<file path="config.mk">
export PLATFORM = sky130hd
export DESIGN_NAME = segment_collector
export DESIGN_NICKNAME = d
export VERILOG_FILES = /design/src/rtl/seg_pkg.sv /design/src/rtl/segment_bank.sv /design/src/rtl/segment_collector.sv
export SDC_FILE = /design/constraint.sdc
export NUM_CORES = 1
export LEC_CHECK = 0
export BUFFER_PORTS_ARGS = -buffer_cell sky130_fd_sc_hd__buf_2
export CORE_MARGIN = 5
export CORE_UTILIZATION = 48
export DETAILED_ROUTE_END_ITERATION = 7
export PLACE_DENSITY = 0.72
export SYNTH_ARGS = -nofsm -noshare
export SYNTH_HDL_FRONTEND = slang
export SYNTH_SLANG_ARGS = --single-unit
</file>
<file path="constraint.sdc">
create_clock -name clk -period 2.35 [get_ports clk]
set_clock_uncertainty 0.2 [all_clocks]
set_input_delay 0.5875 -clock clk [delete_from_list [all_inputs] [get_ports clk]]
set_output_delay 0.5875 -clock clk [all_outputs]
set_load 0.1 [all_outputs]
</file>
<file path="src/rtl/seg_pkg.sv">
// seg_pkg: shared constants and types for the segment_collector framing stage.
//   NUM_SEG        samples per frame (one per demodulator segment input)
//   IDX_W          width of the frame write index (covers 0..NUM_SEG-1)
//   DEFAULT_DATA_W Q16.16 sample width
//   SYNC_CNT_MAX   saturation value of the realignment counter
package seg_pkg;
  localparam int NUM_SEG        = 10;
  localparam int IDX_W          = 4;
  localparam int DEFAULT_DATA_W = 32;
  localparam int SYNC_CNT_MAX   = 255;

  typedef logic [DEFAULT_DATA_W-1:0] sample_t;
endpackage

</file>
<file path="src/rtl/segment_bank.sv">
// segment_bank: NUM_SEG x DATA_W register array.
//   clk, reset       rising-edge clock, synchronous active-low reset (clears all entries)
//   wr_en[k]         write wr_data into entry k this edge
//   wr_data          single-entry write data
//   load_en          replace every entry with load_data this edge (wins over wr_en)
//   load_data        bulk-load data, entry k in slice k
//   bank             current contents, entry k in slice k
module segment_bank
  import seg_pkg::*;
#(
  parameter int DATA_W = DEFAULT_DATA_W
) (
  input  logic                             clk,
  input  logic                             reset,
  input  logic [NUM_SEG-1:0]               wr_en,
  input  logic [DATA_W-1:0]                wr_data,
  input  logic                             load_en,
  input  logic [NUM_SEG-1:0][DATA_W-1:0]   load_data,
  output logic [NUM_SEG-1:0][DATA_W-1:0]   bank
);

  logic [NUM_SEG-1:0][DATA_W-1:0] bank_d;
  logic [NUM_SEG-1:0][DATA_W-1:0] bank_q;

  always_comb begin
    bank_d = bank_q;
    if (load_en) begin
      bank_d = load_data;
    end else begin
      for (int k = 0; k < NUM_SEG; k++) begin
        if (wr_en[k]) bank_d[k] = wr_data;
      end
    end
  end

  always_ff @(posedge clk) begin
    if (!reset) bank_q <= '0;
    else        bank_q <= bank_d;
  end

  assign bank = bank_q;

endmodule

</file>
<file path="src/rtl/segment_collector.sv">
// segment_collector: packs a serial Q16.16 sample stream into NUM_SEG parallel
// segment outputs for the demodulator MAC chain.
//   clk, reset         rising-edge clock, synchronous active-low reset
//   sample_in/valid    upstream beat; frame_start marks the first sample of a frame
//   sample_ready       collector can take a beat (low while a second frame is parked)
//   segment_0..9       output bank, segment_k = k-th sample of the frame
//   segments_valid     output bank holds a complete, unconsumed frame
//   segments_ready     downstream consumes the bank this cycle
//   sync_err_cnt       saturating count of frame realignments
//
// Handshakes: a transfer happens on a rising edge where valid && ready are both
// high. Valid never depends on ready; once segments_valid is high the bank is
// frozen until the edge where segments_ready is also high.
//
// Two banks: beats 0..8 always land in the shadow bank. The 10th beat either
// goes straight into the output bank together with shadow[0..8] (bank free),
// or completes the shadow frame and parks it (shadow_full) until downstream
// consumes the current output frame.
module segment_collector
  import seg_pkg::*;
#(
  parameter int DATA_W = DEFAULT_DATA_W
) (
  input  logic              clk,
  input  logic              reset,
  input  logic [DATA_W-1:0] sample_in,
  input  logic              sample_valid,
  input  logic              frame_start,
  output logic              sample_ready,
  output logic [DATA_W-1:0] segment_0,
  output logic [DATA_W-1:0] segment_1,
  output logic [DATA_W-1:0] segment_2,
  output logic [DATA_W-1:0] segment_3,
  output logic [DATA_W-1:0] segment_4,
  output logic [DATA_W-1:0] segment_5,
  output logic [DATA_W-1:0] segment_6,
  output logic [DATA_W-1:0] segment_7,
  output logic [DATA_W-1:0] segment_8,
  output logic [DATA_W-1:0] segment_9,
  output logic              segments_valid,
  input  logic              segments_ready,
  output logic [7:0]        sync_err_cnt
);

  localparam logic [IDX_W-1:0] LAST_IDX = IDX_W'(NUM_SEG - 1);
  localparam logic [7:0]       CNT_MAX  = 8'(SYNC_CNT_MAX);

  logic [IDX_W-1:0] idx_q, idx_d;
  logic             shadow_full_q, shadow_full_d;
  logic             segments_valid_q, segments_valid_d;
  logic [7:0]       sync_err_cnt_q, sync_err_cnt_d;

  logic             accept;
  logic             out_hs;
  logic             bank_free;
  logic [IDX_W-1:0] eff_idx;

  logic [NUM_SEG-1:0]             shadow_wr_en;
  logic [NUM_SEG-1:0][DATA_W-1:0] shadow_bank;
  logic                           out_load;
  logic [NUM_SEG-1:0][DATA_W-1:0] out_load_data;
  logic [NUM_SEG-1:0][DATA_W-1:0] out_bank;

  assign sample_ready = reset && !shadow_full_q;

  always_comb begin
    accept    = sample_valid && sample_ready;
    out_hs    = segments_valid_q && segments_ready;
    bank_free = !segments_valid_q || segments_ready;
    // frame_start forces the beat into slot 0 regardless of where framing was.
    eff_idx   = frame_start ? '0 : idx_q;

    idx_d            = idx_q;
    shadow_full_d    = shadow_full_q;
    segments_valid_d = segments_valid_q;
    sync_err_cnt_d   = sync_err_cnt_q;
    shadow_wr_en     = '0;
    out_load         = 1'b0;

    if (accept) begin
      if (frame_start && (idx_q != '0) && (sync_err_cnt_q != CNT_MAX)) begin
        sync_err_cnt_d = sync_err_cnt_q + 8'd1;
      end
      if (eff_idx == LAST_IDX) begin
        idx_d = '0;
        if (bank_free) begin
          out_load         = 1'b1;
          segments_valid_d = 1'b1;
        end else begin
          shadow_wr_en[NUM_SEG-1] = 1'b1;
          shadow_full_d           = 1'b1;
        end
      end else begin
        shadow_wr_en[eff_idx] = 1'b1;
        idx_d                 = eff_idx + 1'b1;
      end
    end

    // accept is always 0 while shadow_full_q, so these two loads never collide.
    if (shadow_full_q && out_hs) begin
      out_load         = 1'b1;
      segments_valid_d = 1'b1;
      shadow_full_d    = 1'b0;
    end else if (out_hs && !out_load) begin
      segments_valid_d = 1'b0;
    end

    // Parked frame: take all of shadow. Direct load: last sample comes from the bus.
    out_load_data = shadow_bank;
    if (!shadow_full_q) out_load_data[NUM_SEG-1] = sample_in;
  end

  always_ff @(posedge clk) begin
    if (!reset) begin
      idx_q            <= '0;
      shadow_full_q    <= 1'b0;
      segments_valid_q <= 1'b0;
      sync_err_cnt_q   <= '0;
    end else begin
      idx_q            <= idx_d;
      shadow_full_q    <= shadow_full_d;
      segments_valid_q <= segments_valid_d;
      sync_err_cnt_q   <= sync_err_cnt_d;
    end
  end

  segment_bank #(.DATA_W(DATA_W)) u_shadow_bank (
    .clk       (clk),
    .reset     (reset),
    .wr_en     (shadow_wr_en),
    .wr_data   (sample_in),
    .load_en   (1'b0),
    .load_data ('0),
    .bank      (shadow_bank)
  );

  segment_bank #(.DATA_W(DATA_W)) u_out_bank (
    .clk       (clk),
    .reset     (reset),
    .wr_en     ('0),
    .wr_data   ('0),
    .load_en   (out_load),
    .load_data (out_load_data),
    .bank      (out_bank)
  );

  assign segment_0      = out_bank[0];
  assign segment_1      = out_bank[1];
  assign segment_2      = out_bank[2];
  assign segment_3      = out_bank[3];
  assign segment_4      = out_bank[4];
  assign segment_5      = out_bank[5];
  assign segment_6      = out_bank[6];
  assign segment_7      = out_bank[7];
  assign segment_8      = out_bank[8];
  assign segment_9      = out_bank[9];
  assign segments_valid = segments_valid_q;
  assign sync_err_cnt   = sync_err_cnt_q;

endmodule

</file>
==> qor.csv <==
metric;value;unit
cap_viol_max_count;0;
h-tree-depth;3;
ys_seq_area_frac;0.525;
drtIter0Drc;2143;
cp-startpoint;shadow_full_q$_SDFFE_PP0P_;
drive_above_1_share;0.184;
cts_tree;done;
numCtsBuffers;67;
synth_cells;2819;
dp_cells;3698;
reg2reg_to;u_out_bank.bank[161]$_SDFFE_PN0P_;
p_per_area;775;nW/um^2
vias_per_cell;5.35;
cts-root-buf;clkbuf_16;
grt_usage;0.260;
ios;367;
clock-sinks;654;
clk_latency;0.59;ns
numPortBuffers;366;
grt_pass1_wl;115000;um
drc_errors;0;
cp_top_family;buffers and inverters;
die_width;238;um
met2_usage;0.418;
synth_edf_count;0;
antenna_found_initial;1;
yosys.cell_types.count;41;
worstPathCellList;buf_6 -> nor2_4 -> buf_12;
num_rows;83;
die_h;238;um
reg2reg_slack;0.15;ns
wl_per_cell;20.2;um
grt_pass1_vias;19600;
preCtsSetupSlack;-0.0234;ns
grt_max_degree;184;
slowest_delay;0.34;ns
synthArstFlopShare;0;
period_minus_slack;2.29;ns
post-cts-setup-buffer-count;0;
fin_crit_sh;0.976;
cp_slowest_cell;dfxtp_2;
finalNetCount;3126;
cp_num_buf_inv;2;
critical_path_arrival;1.51;ns
min-delay-path-class;input port to register;
required;1.56;ns
use_met1;0.349;
hold_violations;0;
setup_ws;0.0564;ns
clk_path_buf_depth;3;
rr_worst_depth;6;
synthFlopType;dfxtp_1;
worstReg2RegStart;idx_q[3]$_SDFFE_PN0P_;
tightest_slew;0.823;ns
maxSlewViolCount;0;
finalSetupTns;0;ns
drt-total-wl;77100;um
area_delta_synth_final;19.6;%
critPathKind;register to output pin;
ant_nets;0;
layout.cells.non_filler;3820;
max_slew_margin;0.451;
status;complete, no violations;
crit_end;sample_ready;
synth_nets;2857;
vias;20400;
holdPathStages;3;
vdd_drop_max;0.441;mV
cp_max_fo;17;
clkTransAtPathRegs;0.06;ns
grt.overflow.total;0;
gp_congestion;0.826;
syn_area;24900;sq um
rsz0062_at_grt;false;
ys_seq_elements;654;
initial_core_util;0.485;
dpl.hpwl;49600;um
cp_num_cells;3;
busiest_layer;met2;
dieArea;56600;sq um
synth.avg_cell_area;8.85;sq um
drtPass1Iterations;5;
start_kind;register;
setup_viol;0;
p_leak;11.6;nW
met3_usage;0.0465;
yosysWarnings;0;
fmax;0.436;GHz
crit_path_end_kind;output pin;
core_area;51400;sq um
-- cell families (layout without fill, tap and decap cells) --
group | count (synthesis) | after routing | synth area share
AO/OA/AOI/OAI | 313 | 313 | 0.0701
adder cells (fa/ha/maj) | 1 | 1 | 0.000502
buffers and inverters | 251 | 571 | 0.0524
flip-flops | 654 | 654 | 0.525
multiplexers | 419 | 419 | 0.168
other | 0 | 1 | 0
AND/OR/NAND/NOR | 1181 | 1181 | 0.184
-- cells in the final DEF, fill, tap and decap left out, types with 2 or more instances in the layout --
cell,n
a211oi_1,22
a211oi_2,12
a21oi_1,263
and3_1,6
and3b_1,2
and4_1,2
buf_12,39
buf_2,364
buf_4,43
bufinv_16,6
clkbuf_1,16
clkbuf_16,73
clkbuf_8,17
clkinv_2,7
dfxtp_1,652
dfxtp_2,2
mux2i_1,419
nand2_1,1033
nand3_1,11
nand3_2,3
nand3b_1,3
nand4_1,2
nor2_1,98
nor2b_1,2
nor3_1,2
nor3b_1,3
nor3b_2,2
o21ai_0,6
o21bai_1,2
o41ai_1,2
or3_1,2
or4_1,3
-- worst reg2reg max path, cell delays in order, from the launching register on --
cell and delay [ns]:
dfxtp_1 0.48, nor4b_4 0.29, a32o_2 0.23, and2_4 0.23, buf_12 0.22, buf_4 0.23, mux2i_1 0.24
-- Yosys cell counts, types with 11 or more instances --
master / instances / area, sq um
clkbuf_1: 190 / 713
a211oi_1: 22 / 165
buf_8: 22 / 330
buf_6: 11 / 124
nor2_1: 99 / 372
nand2_1: 1033 / 3880
nand3_1: 14 / 70.1
buf_2: 24 / 120
a211oi_2: 12 / 150
a21oi_1: 263 / 1320
dfxtp_1: 654 / 13100
mux2i_1: 419 / 4190
-- registers in the layout (all words and copies together), names as in the netlist --
name	cells
idx_q	4
shadow_full_q	1
sync_err_cnt	8
u_out_bank.bank	320
u_shadow_bank.bank	320
segments_valid	1
-- repair_timing --
item / in CTS / in global routing
endpoints found under the setup margin: 1 / 0
hold buffers: 1 / 0
resized for setup: 1 / 0
hold endpoints to repair: 1 / 0
-- cell type report --
class | count | area, sq um
fill | 4422 | 21600
sequential | 654 | 13100
multi-input combinational | 1914 | 10600
timing repair buffer | 449 | 2960
clock buffer | 106 | 2120
tap | 680 | 851
clock inverter | 14 | 223
inverter | 2 | 15.0
antenna | 1 | 2.50
-- per-stage QoR --
stage | hold WS [ns] | util | area (sq um) | power [mW]
after floorplan | 0.236 | - | 25000 | 11.8
after global placement | 0.241 | 0.535 | 27500 | 12.1
after detailed placement | 0.244 | 0.535 | 27500 | 12.2
after CTS | 0.147 | 0.581 | 29800 | 23.3
after global routing | 0.168 | 0.581 | 29800 | 23.8
final | 0.202 | 0.581 | 29800 | 23.1
-- layer usage --
metal | up-vias | routed length, um
met5 | - | 0
met2 | 721 | 36000
met3 | 164 | 5490
li1 | 9741 | -
met4 | 0 | 2950
met1 | 9794 | 32700
-- where the power goes --
group          internal, mW  switching [mW]  total [mW]
logic                 0.150           0.620       0.770
clock network          6.85            4.36        11.2
registers              11.1          0.0262        11.1
total                  18.1            5.01        23.1
-- how the worst min path moves through the flow --
stage	from	endpoint	slack (ns)
after floorplan	u_shadow_bank.bank[288]$_SDFFE_PN0P_	u_shadow_bank.bank[288]$_SDFFE_PN0P_	0.24
after global placement	u_shadow_bank.bank[315]$_SDFFE_PN0P_	u_shadow_bank.bank[315]$_SDFFE_PN0P_	0.24
after detailed placement	u_out_bank.bank[110]$_SDFFE_PN0P_	u_out_bank.bank[110]$_SDFFE_PN0P_	0.24
after CTS	sample_in[6]	u_shadow_bank.bank[294]$_SDFFE_PN0P_	0.15
after global routing	sample_in[6]	u_shadow_bank.bank[262]$_SDFFE_PN0P_	0.17
final	sample_in[14]	u_shadow_bank.bank[302]$_SDFFE_PN0P_	0.20
(Power assumes the default switching activity.)
